## src/rtl/norm_shift.sv

```systemverilog
// norm_shift: multi-cycle normalization shifter for the FP adder.
// One binary-halving shift stage (16,8,4,2,1) is applied per clock.
module norm_shift #(
  parameter int MANT_W = 24,
  parameter int EXP_W  = 8,
  parameter int CNT_W  = 5
) (
  input  logic              clk,
  input  logic              reset,
  input  logic              in_valid,
  output logic              in_ready,
  input  logic [MANT_W-1:0] mant_in,
  input  logic [EXP_W-1:0]  exp_in,
  input  logic [CNT_W-1:0]  lz_in,
  output logic              out_valid,
  input  logic              out_ready,
  output logic [MANT_W-1:0] mant_out,
  output logic [EXP_W-1:0]  exp_out,
  output logic              zero_out,
  output logic              denorm_out
);

  typedef enum logic [1:0] {
    IDLE,
    SHIFT,
    DONE
  } state_t;

  localparam int AW = (EXP_W > CNT_W) ? EXP_W : CNT_W;
  localparam logic [CNT_W-1:0] LZ_MAX = CNT_W'(MANT_W - 1);

  state_t            state_q, state_d;
  logic [CNT_W-1:0]  step_q, step_d;
  logic [CNT_W-1:0]  amt_q, amt_d;
  logic [MANT_W-1:0] mant_q, mant_d;
  logic [EXP_W-1:0]  exp_q, exp_d;
  logic              zero_q, zero_d;
  logic              denorm_q, denorm_d;

  logic [CNT_W-1:0]  lz;
  logic [AW-1:0]     lz_w;
  logic [AW-1:0]     exp_w;
  logic [CNT_W-1:0]  sh;
  logic              m_zero;

  assign lz     = (lz_in > LZ_MAX) ? LZ_MAX : lz_in;
  assign lz_w   = AW'(lz);
  assign exp_w  = AW'(exp_in);
  assign m_zero = (mant_in == '0);
  // amt bit for this step, already weighted: either 0 or 2^step
  assign sh     = amt_q & (CNT_W'(1) << step_q);

  always_comb begin
    state_d  = state_q;
    step_d   = step_q;
    amt_d    = amt_q;
    mant_d   = mant_q;
    exp_d    = exp_q;
    zero_d   = zero_q;
    denorm_d = denorm_q;
    unique case (state_q)
      IDLE: begin
        if (in_valid) begin
          state_d = SHIFT;
          step_d  = CNT_W'(CNT_W - 1);
          mant_d  = mant_in;
          zero_d  = 1'b0;
          unique case (1'b1)
            m_zero: begin
              amt_d    = '0;
              exp_d    = '0;
              zero_d   = 1'b1;
              denorm_d = 1'b0;
            end
            (!m_zero && exp_w > lz_w): begin
              amt_d    = lz;
              exp_d    = exp_in - EXP_W'(lz);
              denorm_d = 1'b0;
            end
            (!m_zero && exp_w <= lz_w && exp_in != '0): begin
              amt_d    = CNT_W'(exp_in - EXP_W'(1));
              exp_d    = '0;
              denorm_d = 1'b1;
            end
            default: begin
              amt_d    = '0;
              exp_d    = '0;
              denorm_d = 1'b1;
            end
          endcase
        end
      end
      SHIFT: begin
        mant_d = mant_q << sh;
        if (step_q == '0) begin
          state_d = DONE;
        end else begin
          step_d = step_q - CNT_W'(1);
        end
      end
      DONE: begin
        if (out_ready) begin
          state_d = IDLE;
        end
      end
      default: state_d = IDLE;
    endcase
  end

  always_ff @(posedge clk) begin
    if (reset) begin
      state_q  <= IDLE;
      step_q   <= '0;
      amt_q    <= '0;
      mant_q   <= '0;
      exp_q    <= '0;
      zero_q   <= 1'b0;
      denorm_q <= 1'b0;
    end else begin
      state_q  <= state_d;
      step_q   <= step_d;
      amt_q    <= amt_d;
      mant_q   <= mant_d;
      exp_q    <= exp_d;
      zero_q   <= zero_d;
      denorm_q <= denorm_d;
    end
  end

  assign in_ready   = (state_q == IDLE) && !reset;
  assign out_valid  = (state_q == DONE);
  assign mant_out   = mant_q;
  assign exp_out    = exp_q;
  assign zero_out   = zero_q;
  assign denorm_out = denorm_q;

endmodule
```

## config.mk

```make
export PLATFORM = sky130hd
export DESIGN_NAME = norm_shift
export DESIGN_NICKNAME = d
export VERILOG_FILES = /design/src/rtl/norm_shift.sv
export SDC_FILE = /design/constraint.sdc
export NUM_CORES = 1
export LEC_CHECK = 0
export CORE_MARGIN = 5
export CORE_UTILIZATION = 55
export DETAILED_ROUTE_END_ITERATION = 10
export GPL_TIMING_DRIVEN = 0
export PLACE_DENSITY_LB_ADDON = 0.12
export SLEW_MARGIN = 20
export SYNTH_ARGS = -nofsm -noshare
export SYNTH_HDL_FRONTEND = slang
export SYNTH_SLANG_ARGS = --single-unit
```

## constraint.sdc

```tcl
create_clock -name clk -period 5 [get_ports clk]
set_clock_uncertainty 0.1 [all_clocks]
set_input_delay 1.5 -clock clk [delete_from_list [all_inputs] [get_ports clk]]
set_output_delay 1.5 -clock clk [all_outputs]
set_load 0.005 [all_outputs]
```

# Word-level counts from Yosys, hierarchy flattened
# Cells that the tools add are included.
word_totals:
  memories: 0
  out_inout_bits: 36
  ram_bits: 0
  reg_bits: 46
  in_bits: 41
  elab_cells: 52
  rom_bits: 0
  latch_bits: 0
op_classes:
  n_bitwise: 1
  add_sub_neg: 3
  n_div: 0
  eq_ne: 6
  mul: 0
  reduce_logical: 16
  mux: 14
  order_cmp: 3
  shifts: 2
op_table:
  columns: ["op", "count"]
  rows:
  - ["one-hot mux 24 bit (2 select lines)", 1]
  - ["zero test 24 bit", 1]
  - ["two-way mux 24 bit", 1]
  - ["<< shifter 24 x 5 -> 24 bit", 1]
  - ["one-hot mux 5 bit (2 select lines)", 2]
  - ["two-way mux 5 bit", 3]
  - ["subtractor 5 x 1 -> 5 bit, second input constant", 2]
  - ["> comparator 8 x 5 -> 1 bit", 1]
  - ["<= comparator 8 x 5 -> 1 bit", 1]
  - ["two-way mux 8 bit", 1]
  - ["nonzero test 8 bit", 1]
  - ["subtractor 8 x 5 -> 8 bit", 1]
  - ["two-way mux 2 bit", 3]
  - ["inequality test 2 bit, second input constant", 3]
  - ["one-hot mux 2 bit (3 select lines)", 1]
  - ["AND reduction 3 bit", 2]
  - ["bitwise AND 5 bit", 1]
  - ["> comparator 5 bit, second input constant", 1]
  - ["zero test 5 bit", 1]
  - ["<< shifter 1 x 5 -> 5 bit, first input constant", 1]
  - ["logical AND 1 bit", 4]
  - ["AND reduction 2 bit", 2]
  - ["== test 2 x 1 -> 1 bit, second input constant", 1]
  - ["== test 2 bit, second input constant", 1]
  - ["other kinds (6)", 8]

# Logic depth before layout (Yosys ltp)
# Gate-level depths: netlist (run 1).
depth:
  ltp_word: 6
  mapped_depth: 11
  mapped_depth_nobuf: 10

# Worst setup path before layout (run 1)
# OpenSTA, ideal clock, no wires.
synth_timing:
  kind: "input-to-output"
  start: "input reset"
  end: "output in_ready"
  required_ps: 3400
  t_arrival_ps: 2157
  path_slack_ps: 1243
  stages: 3
  n_path_buf: 2
  cell_sequence: "clkbuf_1 clkbuf_1 nor3_1"
synth_between:
  elab_chain_cells: 2
synth_lines:
  columns: ["element", "line_no", "rtl"]
  rows:
  - ["start, declared", "9", "input logic reset,"]
  - ["zero test 1 bit", "130", "assign in_ready = (state_q == IDLE) && !reset;"]
  - ["logical AND 1 bit", "130", null]
  - ["end, declared", "11", "output logic in_ready,"]
# No other way between the ends.

# Final worst setup path (run 1)
# Ends and elaborated chain as after synthesis.

==> flow_summary.toml, run 1 <==
[cells_and_area]
post-route-util_pct = 70.8
post_route_cells_drive_above_1_share_pct = 7.64
final_cell_mix = "76 x clkdlybuf4s50_1, 48 x nand2_1, 46 x dfxtp_1"
fillers = 513
diodes = 0
layout_commonest_cell = "clkdlybuf4s50_1"
area_growth_pct = 27.4
final_nets = 600

[global_route]
grt_use_total_pct = 35.2
grt_pass1_vias = 4071
grt_start_max_net_pins = 20
overflow = 0
antenna_found_initial = 0
grt_pass1_wl_mm = 21.4

[sta]
slew_viol_final = 0
rsz0062_at_grt = "no"
layout_min_cycle_time_ns = 4.93
fmax_ghz = 0.203
relSlewSlack_pct = 50.7
setup_slack_ns = 0.0689
hold_violations = 0
tightest_slew_ns = 0.736
setup_viol = 0
timing.final.crit_share_pct = 98.6

[synthesis]
synth_area_sq_um = 3470
synth_edf_count = 0
synth_top_cell_area_share_pct = 26.5
seq_area_frac_synth_pct = 26.5
ys_warn_count = 0
yosys-top-cells-area = "dfxtp_1 27%, o21ai_0 5.8%, a21oi_1 5.2%"
synth_seq_cells = 46
postSynth.asyncResetShare_pct = 0
synth_ff_type = "dfxtp_1"
synth_cell_types = 66
synth_top_cell_by_area = "dfxtp_1"
syn_inst = 467
synth_nets = 518
synth_area_per_cell_sq_um = 7.43

[routing]
dr_total_vias = 4342
detail-route-antenna-nets = 0
drc = 0
first_pass_iters = 5
viasPerCell = 6.93
wl_per_cell_um = 22.1
wl_mm = 13.9
drtIter0Drc = 675

[status]
status = "completed"

[cts]
root_buffer = "clkbuf_8"
cts_tree = "built"
postCtsSetupBuffers = 0
post_cts_resized = 1
holdBufCountCts = 0
cts_buffers = 5
clock_sinks = 46
h-tree-depth = 2
clk_path_buf_depth = 2
worstSkewPairLatency_ns = 0.33
clk_pin_slew_worst_paths_ns = 0.09

[critical_path]
critPathLaunchType = "input port"
end_kind = "output pin"
crit_arrival_ns = 3.33
critPathKind = "input port to output pin"
cp.required_ns = 3.40
crit_fanout = 19

[die]
die_x_um = 89.4
rows = 29
start_util_pct = 55.6
die_area_sq_um = 8000
die-height_um = 89.4
io_pins = 77
design.core.area_sq_um = 6240

[min_path]
hold_class = "flop to flop"

[pwr]
p_comb_share_pct = 47.3
p_leak_nw = 1.65
p_int_mw = 0.814
seqPwrFrac_pct = 34.6
p_sw_mw = 0.618
power.density_nw_per_um2 = 324
clkPwrFrac_pct = 18.2
fin_total_pwr_mw = 1.43
switching_share_pct = 43.2
ir_worst_vdd_mv = 0.238

[placed_design]
dp_slack_ns = -0.269
io_buffers = 76
hpwl_mm = 10.5
place.gp.congestion = 1.04

[run]
drv_cap = 0
area by class of cell:
| cell class | count | area (sq um) | area share, % |
|---|---|---|---|
| Clock inverter | 3 | 26.3 | 0.595 |
| Sequential cell | 46 | 921 | 20.8 |
| Multi-Input combinational cell | 380 | 2350 | 53.2 |
| Buffer | 29 | 154 | 3.48 |
| Tap cell | 77 | 96.3 | 2.18 |
| Inverter | 11 | 41.3 | 0.934 |
| Timing Repair Buffer | 76 | 761 | 17.2 |
| Clock buffer | 5 | 68.8 | 1.56 |
flip-flops by register name (all words and copies together) (netlist names):
signal,cells
denorm_out,1
exp_out,8
mant_out,24
step_q,5
state_q,2
zero_out,1
amt_q,5
metrics by stage:
| step | hold slack (ns) | std cells | area (sq um) | setup TNS [ns] |
|---|---|---|---|---|
| detailed placement | 0.337 | 620 | 4330 | -0.269 |
| global route | 0.407 | 627 | 4420 | 0 |
| CTS | 0.358 | 627 | 4420 | 0 |
| global placement | 0.329 | 620 | 4330 | -0.307 |
| floorplan | 0.317 | 467 | 3470 | 0 |
| finish | 0.354 | 627 | 4420 | 0 |
routing by layer:
layer / track usage [%] / wire (um) / vias to the layer above
met5: 0 / 0 / -
met1: 43.1 / 5100 / 2006
met3: 8.66 / 1570 / 79
met2: 58.7 / 6440 / 353
li1: - / - / 1904
met4: 14.7 / 745 / 0
worst max-delay path, stage by stage:
cell	delay [ns]
clkdlybuf4s50_1	0.65
clkbuf_2	0.42
nor3_1	0.21
clkdlybuf4s50_1	0.54
path summary, 6_finish.rpt:
path	start	endpoint	slack, ns	cells past startpoint
hold reg to reg	amt_q[3]	amt_q[3]	0.35	2
setup / recovery	reset	in_ready	0.07	4
hold / removal	amt_q[3]	amt_q[3]	0.35	2
setup reg to reg	state_q[1]	mant_out[20]	2.37	5
logic make-up (layout without fill, tap and decap cells):
group                      count (synthesis)  count (layout)  synth area share (%)
AOI/OAI and AO/OA                        159             159                  29.6
xor gates and xnor gates                  13              13                  3.28
adders and majority gates                 10              10                  3.82
buffers and inverters                     41             124                  5.70
DFF                                       46              46                  26.5
muxes                                     15              15                  4.40
and+or+nand+nor                          183             183                  26.6
cell usage after synthesis (6+ instances only):
library cell,instances
a211oi_1,11
nand3_1,19
nor3_1,25
xnor2_1,7
a21oi_1,36
nand2_1,48
nor2b_1,6
xor2_1,6
nor2_1,43
buf_2,8
clkbuf_1,16
a31oi_1,15
dfxtp_1,46
a22oi_1,7
o22ai_1,8
nor4_1,10
o21ai_0,40
inv_1,11
ha_1,9
mux2i_1,13
power groups by stage:
stage | registers [mW] | clock network, mW | logic [mW]
detailed placement | 0.498 | 0 | 0.654
CTS | 0.490 | 0.255 | 0.657
finish | 0.495 | 0.260 | 0.677
global placement | 0.497 | 0 | 0.645
floorplan | 0.480 | 0 | 0.401
global route | 0.500 | 0.275 | 0.725
No activity file was read; power rests on OpenSTA's default activity.
==> run 2: changes to the inputs <==
--- a/config.mk
+++ b/config.mk
@@ -6,7 +6,7 @@
 export NUM_CORES = 1
 export LEC_CHECK = 0
 export CORE_MARGIN = 5
-export CORE_UTILIZATION = 55
+export CORE_UTILIZATION = 50
 export DETAILED_ROUTE_END_ITERATION = 10
 export GPL_TIMING_DRIVEN = 0
 export PLACE_DENSITY_LB_ADDON = 0.12
==> flow_summary.toml, run 2 (same netlist as run 1, synthesis figures left out) <==
[global_route]
grt_use_total_pct = 31.7
gr-usage-met2_pct = 50.8
grt_busiest_layer = "met2"
grtUsageMet3_pct = 5.47
overflow = 0
antenna_found_initial = 0
grt_pass1_wl_mm = 21.5
gr-usage-met1_pct = 40.7
grt_start_max_net_pins = 20
grt_pass1_vias = 4041

[critical_path]
cp.required_ns = 3.40
cpPeakStageDelay_ns = 0.60
crit_path_top_delay_cell = "clkdlybuf4s50_1"
critPathLaunchType = "input port"
cpMostUsedCell = "clkdlybuf4s50_1"
crit_fanout = 19
crit_chain = "clkdlybuf4s50_1, clkbuf_2, nor3_1, clkdlybuf4s50_1"
critPathKind = "input port to output pin"
end_kind = "output pin"
crit_arrival_ns = 3.28

[routing]
wl_mm = 13.8
first_pass_iters = 6
drc = 0
viasPerCell = 6.75
dr_total_vias = 4252
drtIter0Drc = 576
wl_per_cell_um = 22.0
detail-route-antenna-nets = 0

[placed_design]
io_buffers = 76
dp_slack_ns = -0.247
hpwl_mm = 10.6
dp.cells = 623
place.gp.congestion = 0.998

[cells_and_area]
finalNonFillerCells = 630
final_cell_mix = "76 x clkdlybuf4s50_1, 48 x nand2_1, 46 x dfxtp_1"
multiInputGateArea_sq_um = 2350
area_growth_pct = 27.6
post_route_cells_drive_above_1_share_pct = 7.64
fillers = 600
seq_area_sq_um = 921
layout_commonest_cell = "clkdlybuf4s50_1"
diodes = 0
final_nets = 600
largest_register_ffs = 24

[sta]
rsz0062_at_grt = "no"
setup_viol = 0
tightest_slew_ns = 0.816
relSlewSlack_pct = 45.3
hold_ws_ns = 0.365
setup_slack_ns = 0.116
slew_viol_final = 0
timing.final.crit_share_pct = 97.7
layout_min_cycle_time_ns = 4.88
fmax_ghz = 0.205
hold_violations = 0

[die]
rows = 30
start_util_pct = 51.4
design.core.area_sq_um = 6760
die-height_um = 93.3
die_area_sq_um = 8700
die_x_um = 93.3
io_pins = 77

[cts]
clock_sinks = 46
worstSkewPairLatency_ns = 0.33
root_buffer = "clkbuf_8"
cts_tree = "built"
clk_path_buf_depth = 2
cts_buffers = 5
clk_pin_slew_worst_paths_ns = 0.09
holdBufCountCts = 0
h-tree-depth = 2

[run]
drv_cap = 0

[pwr]
fin_total_pwr_mw = 1.44
power.density_nw_per_um2 = 325
ir_worst_vdd_mv = 0.225
p_leak_nw = 1.65

[min_path]
hold_class = "flop to flop"

[status]
status = "completed"
## run 2: cell count changes in the layout (fill, tap and decap cells not counted), sizes merged
cell	change
clkinv	+1
inv	-1
## run 2: timing repair
item,in CTS,in global routing
resized for setup,1,0
buffers inserted,0,0
setup endpoints to repair,1,0
## run 2: worst paths after layout
path | cells past startpoint | from | slack, ns | end
setup reg to reg | 7 | step_q[1] | 2.26 | mant_out[22]
hold / removal | 2 | amt_q[2] | 0.36 | amt_q[2]
setup / recovery | 4 | reset | 0.12 | in_ready
hold reg to reg | 2 | amt_q[2] | 0.36 | amt_q[2]
## run 2: routing by layer
metal | wire length [um] | part of all wire, %
met5 | 0 | 0
met4 | 684 | 4.9
met3 | 1510 | 11
met2 | 6350 | 46
met1 | 5300 | 38
## run 2: cell type report
class	count	share of cell area, %
Buffer	29	3.48
Clock buffer	5	1.55
Clock inverter	3	0.650
Inverter	11	0.933
Multi-Input combinational cell	380	53.1
Sequential cell	46	20.8
Tap cell	80	2.26
Timing Repair Buffer	76	17.2
## run 2: worst max-delay path: cells and delay by family
family	cells	cell delay [ns]
buf+inv	3	1.56
simple gates	1	0.22
## run 2: report_power, final
group          switching, mW  total (mW)  internal [mW]  leakage [nW]
clock                  0.161       0.266          0.105        0.0506
sequential            0.0731       0.494          0.421         0.378
combinational          0.389       0.678          0.289          1.22
## run 2: through the flow
stage          util [%]  cell area (sq um)  TNS (ns)
6_report           65.5               4430         0
5_1_grt            65.5               4430         0
4_1_cts            65.5               4430         0
3_5_place_dp       64.1               4330    -0.247
3_3_place_gp       64.1               4330    -0.282
2_1_floorplan         -               3470         0
==> variant 1 (settings of run 2) <==
Change the parameter `EXP_W` from 8 to 12.
--- a/src/rtl/norm_shift.sv
+++ b/src/rtl/norm_shift.sv
@@ -2,7 +2,7 @@
 // One binary-halving shift stage (16,8,4,2,1) is applied per clock.
 module norm_shift #(
   parameter int MANT_W = 24,
-  parameter int EXP_W  = 8,
+  parameter int EXP_W  = 12,
   parameter int CNT_W  = 5
 ) (
   input  logic              clk,
Ports: changed (resized exp_in and exp_out); port bits go from 77 to 85. No check against the original RTL was run, so the function may have changed too.
==> variant 1 against run 2 <==
Wire length is 14% higher. Clock power fell by 2%. Hold slack better by 0.0031 ns. Via count up 5.8%. Total power rose by 9.0%. Maximum frequency increased by 8.9%. First-iteration DRC count is 25% lower. Sequential power rose by 7.5%. Design area up 11%. Sequential cell count increased by 4. Die area rose by 9.6%. Area after synthesis is 11% higher. Worst setup slack improved by 0.40 ns. Critical path type is now in -> reg. Largest cell class unchanged. Highest routed layer unchanged.
==> variant 1: results <==
[clocking]
insertion_delay_ns = 0.33
cts-hold-fix-buffers = 0
cts_root_buf = clkbuf_8
cts_buffer_depth = 2
htree_levels = 2
postCtsSetupRepairBufs = 0
cts.clk_slew.worst_paths_ns = 0.11
clock_sinks = 50
cts_resized = 0
cts_buffers = 5

[global_route]
grt_pass1_vias = 4573
antenna_found_initial = 0
grtUsageTotal_pct = 32.7
grt_pass1_wl_um = 25000
grt_max_degree = 18

[synthesis]
ys_seq_area_share_pct = 26.0
synthTopCellsByArea = dfxtp_1 26%, nand2_1 5.1%, a21oi_1 4.3%
ys.warnings.count = 0
synth_area_per_cell_sq_um = 7.98
ys_top_cells_by_count = 52 x nand2_1, 50 x dfxtp_1, 33 x a21oi_1, 33 x nor2_1, 28 x o21ai_0
synthArstFlopShare_pct = 0
synth_cell_types = 79
syn_nets = 536

[placed_design]
place_area_sq_um = 4800
dp.cells = 667
dp_hpwl_um = 11700
place_congestion = 0.944
port_buffers = 83
dp_slack_ns = 0.236

[layout]
diodes = 0
fillers = 688
fin_cells = 675
layout.nets = 626
largest_reg_flops = 24
drive_above_1_share_pct = 10.6

[worst_setup_path]
reg2regPathDepth = 9
worst_path_max_delay_cell = clkdlybuf4s50_1
slowest_delay_ns = 0.53
critical_path_arrival_ns = 4.61
path_max_fanout = 10

[routing]
first_pass_iters = 6
viasPerCell = 6.67
drtIter0Drc = 434
wire_per_inst_um = 23.3

[pwr]
p_leak_nw = 1.76
ir_drop_mv = 0.240

[sta]
worstMarginPinSlew_ns = 1.07

[outcome]
status = complete, no violations

[worst_hold_path]
hp-class = reg -> reg
holdPathStages = 2
==> variant 1: power by group <==
part	switching [mW]	internal, mW	leakage [nW]
Sequential	0.0760	0.455	0.411
Clock	0.160	0.102	0.0447
Combinational	0.436	0.339	1.30
Total	0.672	0.895	1.76
==> variant 1: final timing paths <==
kind                                 start           end  slack, ns
worst max-delay path              lz_in[3]    exp_out[2]       0.52
worst min-delay path            exp_out[0]    exp_out[0]       0.37
worst max register to register   step_q[2]  mant_out[22]       2.20
worst min register to register  exp_out[0]    exp_out[0]       0.37
==> variant 1: critical path: cells and delay by family <==
| kind | cells | cell delay [ns] |
|---|---|---|
| simple gates | 2 | 0.22 |
| buf+inv | 4 | 1.05 |
| compound gates | 5 | 1.22 |
| fa+ha+maj | 2 | 0.61 |
==> variant 1: cell type report <==
cell class | instances | area [sq um] | area share, %
multi-input combinational | 384 | 2530 | 51.7
sequential | 50 | 1000 | 20.4
timing repair buffer | 83 | 831 | 17.0
buffer | 37 | 270 | 5.52
tap | 102 | 128 | 2.61
clock buffer | 5 | 68.8 | 1.41
inverter | 11 | 41.3 | 0.843
clock inverter | 3 | 25.0 | 0.511
==> variant 1: metal layers <==
| metal | global-route usage (%) | share of wire, % |
|---|---|---|
| met4 | 17.9 | 4.6 |
| met3 | 7.04 | 11 |
| met1 | 41.8 | 39 |
| met5 | 0 | 0 |
| met2 | 51.0 | 45 |
==> variant 1: kinds of logic (layout without fill, tap and decap cells) <==
logic type / after synthesis / count (layout) / synth area share [%]
flip-flops: 50 / 50 / 26.0
XOR/XNOR: 16 / 16 / 3.64
adder cells (fa/ha/maj): 9 / 9 / 3.12
buffers and inverters: 48 / 139 / 8.10
AO/OA/AOI/OAI: 167 / 167 / 31.4
AND/OR/NAND/NOR: 181 / 181 / 24.8
multiplexers: 11 / 11 / 2.90
==> variant 2 (config.mk and constraints of run 2) <==
Made on the original files. Re-encode `state_t` (3 states) as one-hot, 3 bits wide.
--- a/src/rtl/norm_shift.sv
+++ b/src/rtl/norm_shift.sv
@@ -20,10 +20,10 @@
   output logic              denorm_out
 );
 
-  typedef enum logic [1:0] {
-    IDLE,
-    SHIFT,
-    DONE
+  typedef enum logic [2:0] {
+    IDLE  = 3'b001,
+    SHIFT = 3'b010,
+    DONE  = 3'b100
   } state_t;
 
   localparam int AW = (EXP_W > CNT_W) ? EXP_W : CNT_W;
Behaviour: no difference found for any inputs over 10 cycles, from zero or initial values and one cycle with reset high; not proved beyond that.
==> variant 2 against run 2 <==
Wire length is 3.8% lower. Worst setup slack better by 0.42 ns. Largest power group is now registers. Area after synthesis is 0.79% higher. Total power is 21% lower. Clock power is 32% higher. Hold slack worse by 0.019 ns. Design area is 1.8% higher. Synthesized cell count is 3.6% higher. Sequential cell count is 1 higher.
==> variant 2: results <==
[worst_setup_path]
critical_path_arrival_ns = 2.87
slowest_delay_ns = 0.55

[synthesis]
synthTopCellsByArea = dfxtp_1 27%, nor2_1 7.4%, nand2_1 6.5%
synth_area_per_cell_sq_um = 7.23
synth_cell_types = 69
ys_top_cells_by_count = 69 x nor2_1, 61 x nand2_1, 47 x dfxtp_1, 35 x o21ai_0, 33 x a21oi_1
ys_seq_area_share_pct = 26.9
syn_nets = 535

[layout]
drive_above_1_share_pct = 6.17
layout.nets = 617
fillers = 619

[routing]
drt_wl_total_um = 13300
viasPerCell = 6.30
drtIter0Drc = 505
first_pass_iters = 5
wire_per_inst_um = 20.1

[placed_design]
dp_hpwl_um = 10400
dp_slack_ns = 0.524
port_buffers = 75

[global_route]
grt_pass1_wl_um = 21200
grt_pass1_vias = 4040
grt_max_degree = 16
antenna_found_initial = 0

[pwr]
power_frac_clock_pct = 30.7
p_sw_share_pct = 32.8
ir_drop_mv = 0.147
seqPwrFrac_pct = 39.3
seq_cell_power_mw = 0.448
p_leak_nw = 1.67

[clocking]
cts_resized = 0

[outcome]
status = complete, no violations
-- variant 2: cell types whose count changed after synthesis, moves of 5 or more --
cell,change
nand3_1,-10
a31oi_1,-9
a21boi_0,+6
mux2i_1,-6
nor3_1,-7
o21ai_0,-5
nor2_1,+26
nand2_1,+13
-- variant 2: tightest hold or removal path, stage by stage (launching register included) --
cell,delay [ns]
dfxtp_1,0.32
nand2_1,0.05
nand2_1,0.04
-- variant 2: final timing paths --
kind              startpoint      endpoint  slack [ns]
hold reg to reg   exp_out[7]    exp_out[7]        0.35
setup reg to reg  state_q[1]  mant_out[23]        2.41
hold / removal    exp_out[7]    exp_out[7]        0.35
setup / recovery       reset      in_ready        0.53
-- variant 2: layer usage --
layer,part of all wire (%),vias up,global-route usage [%]
met4,3.5,0,13.1
met1,38,1920,37.3
li1,-,1946,-
met5,0,-,0
met2,48,266,52.9
met3,11,46,6.60
-- variant 2: cell type report --
| type | count | area share [%] |
|---|---|---|
| timing repair buffer | 75 | 16.7 |
| sequential | 47 | 20.9 |
| clock inverter | 3 | 1.50 |
| inverter | 11 | 0.917 |
| tap | 96 | 2.67 |
| buffer | 31 | 3.47 |
| multi-input combinational | 395 | 52.4 |
| clock buffer | 5 | 1.53 |
-- variant 2: metrics by stage --
stage                     hold slack, ns  util (%)
after detailed placement           0.337      64.3
after global placement             0.331      64.3
after CTS                          0.350      66.3
after global routing               0.372      66.3
after floorplan                    0.335         -
final                              0.346      66.3
-- variant 2: kinds of logic (layout without fill, tap and decap cells) --
group | after synthesis | in the layout | share of synthesized area [%]
fa+ha+maj | 10 | 10 | 3.79
flops | 47 | 47 | 26.9
mux | 7 | 7 | 2.00
simple gates | 214 | 214 | 30.0
buf+inv | 42 | 125 | 5.65
compound gates | 155 | 155 | 29.4
xor+xnor | 9 | 9 | 2.25
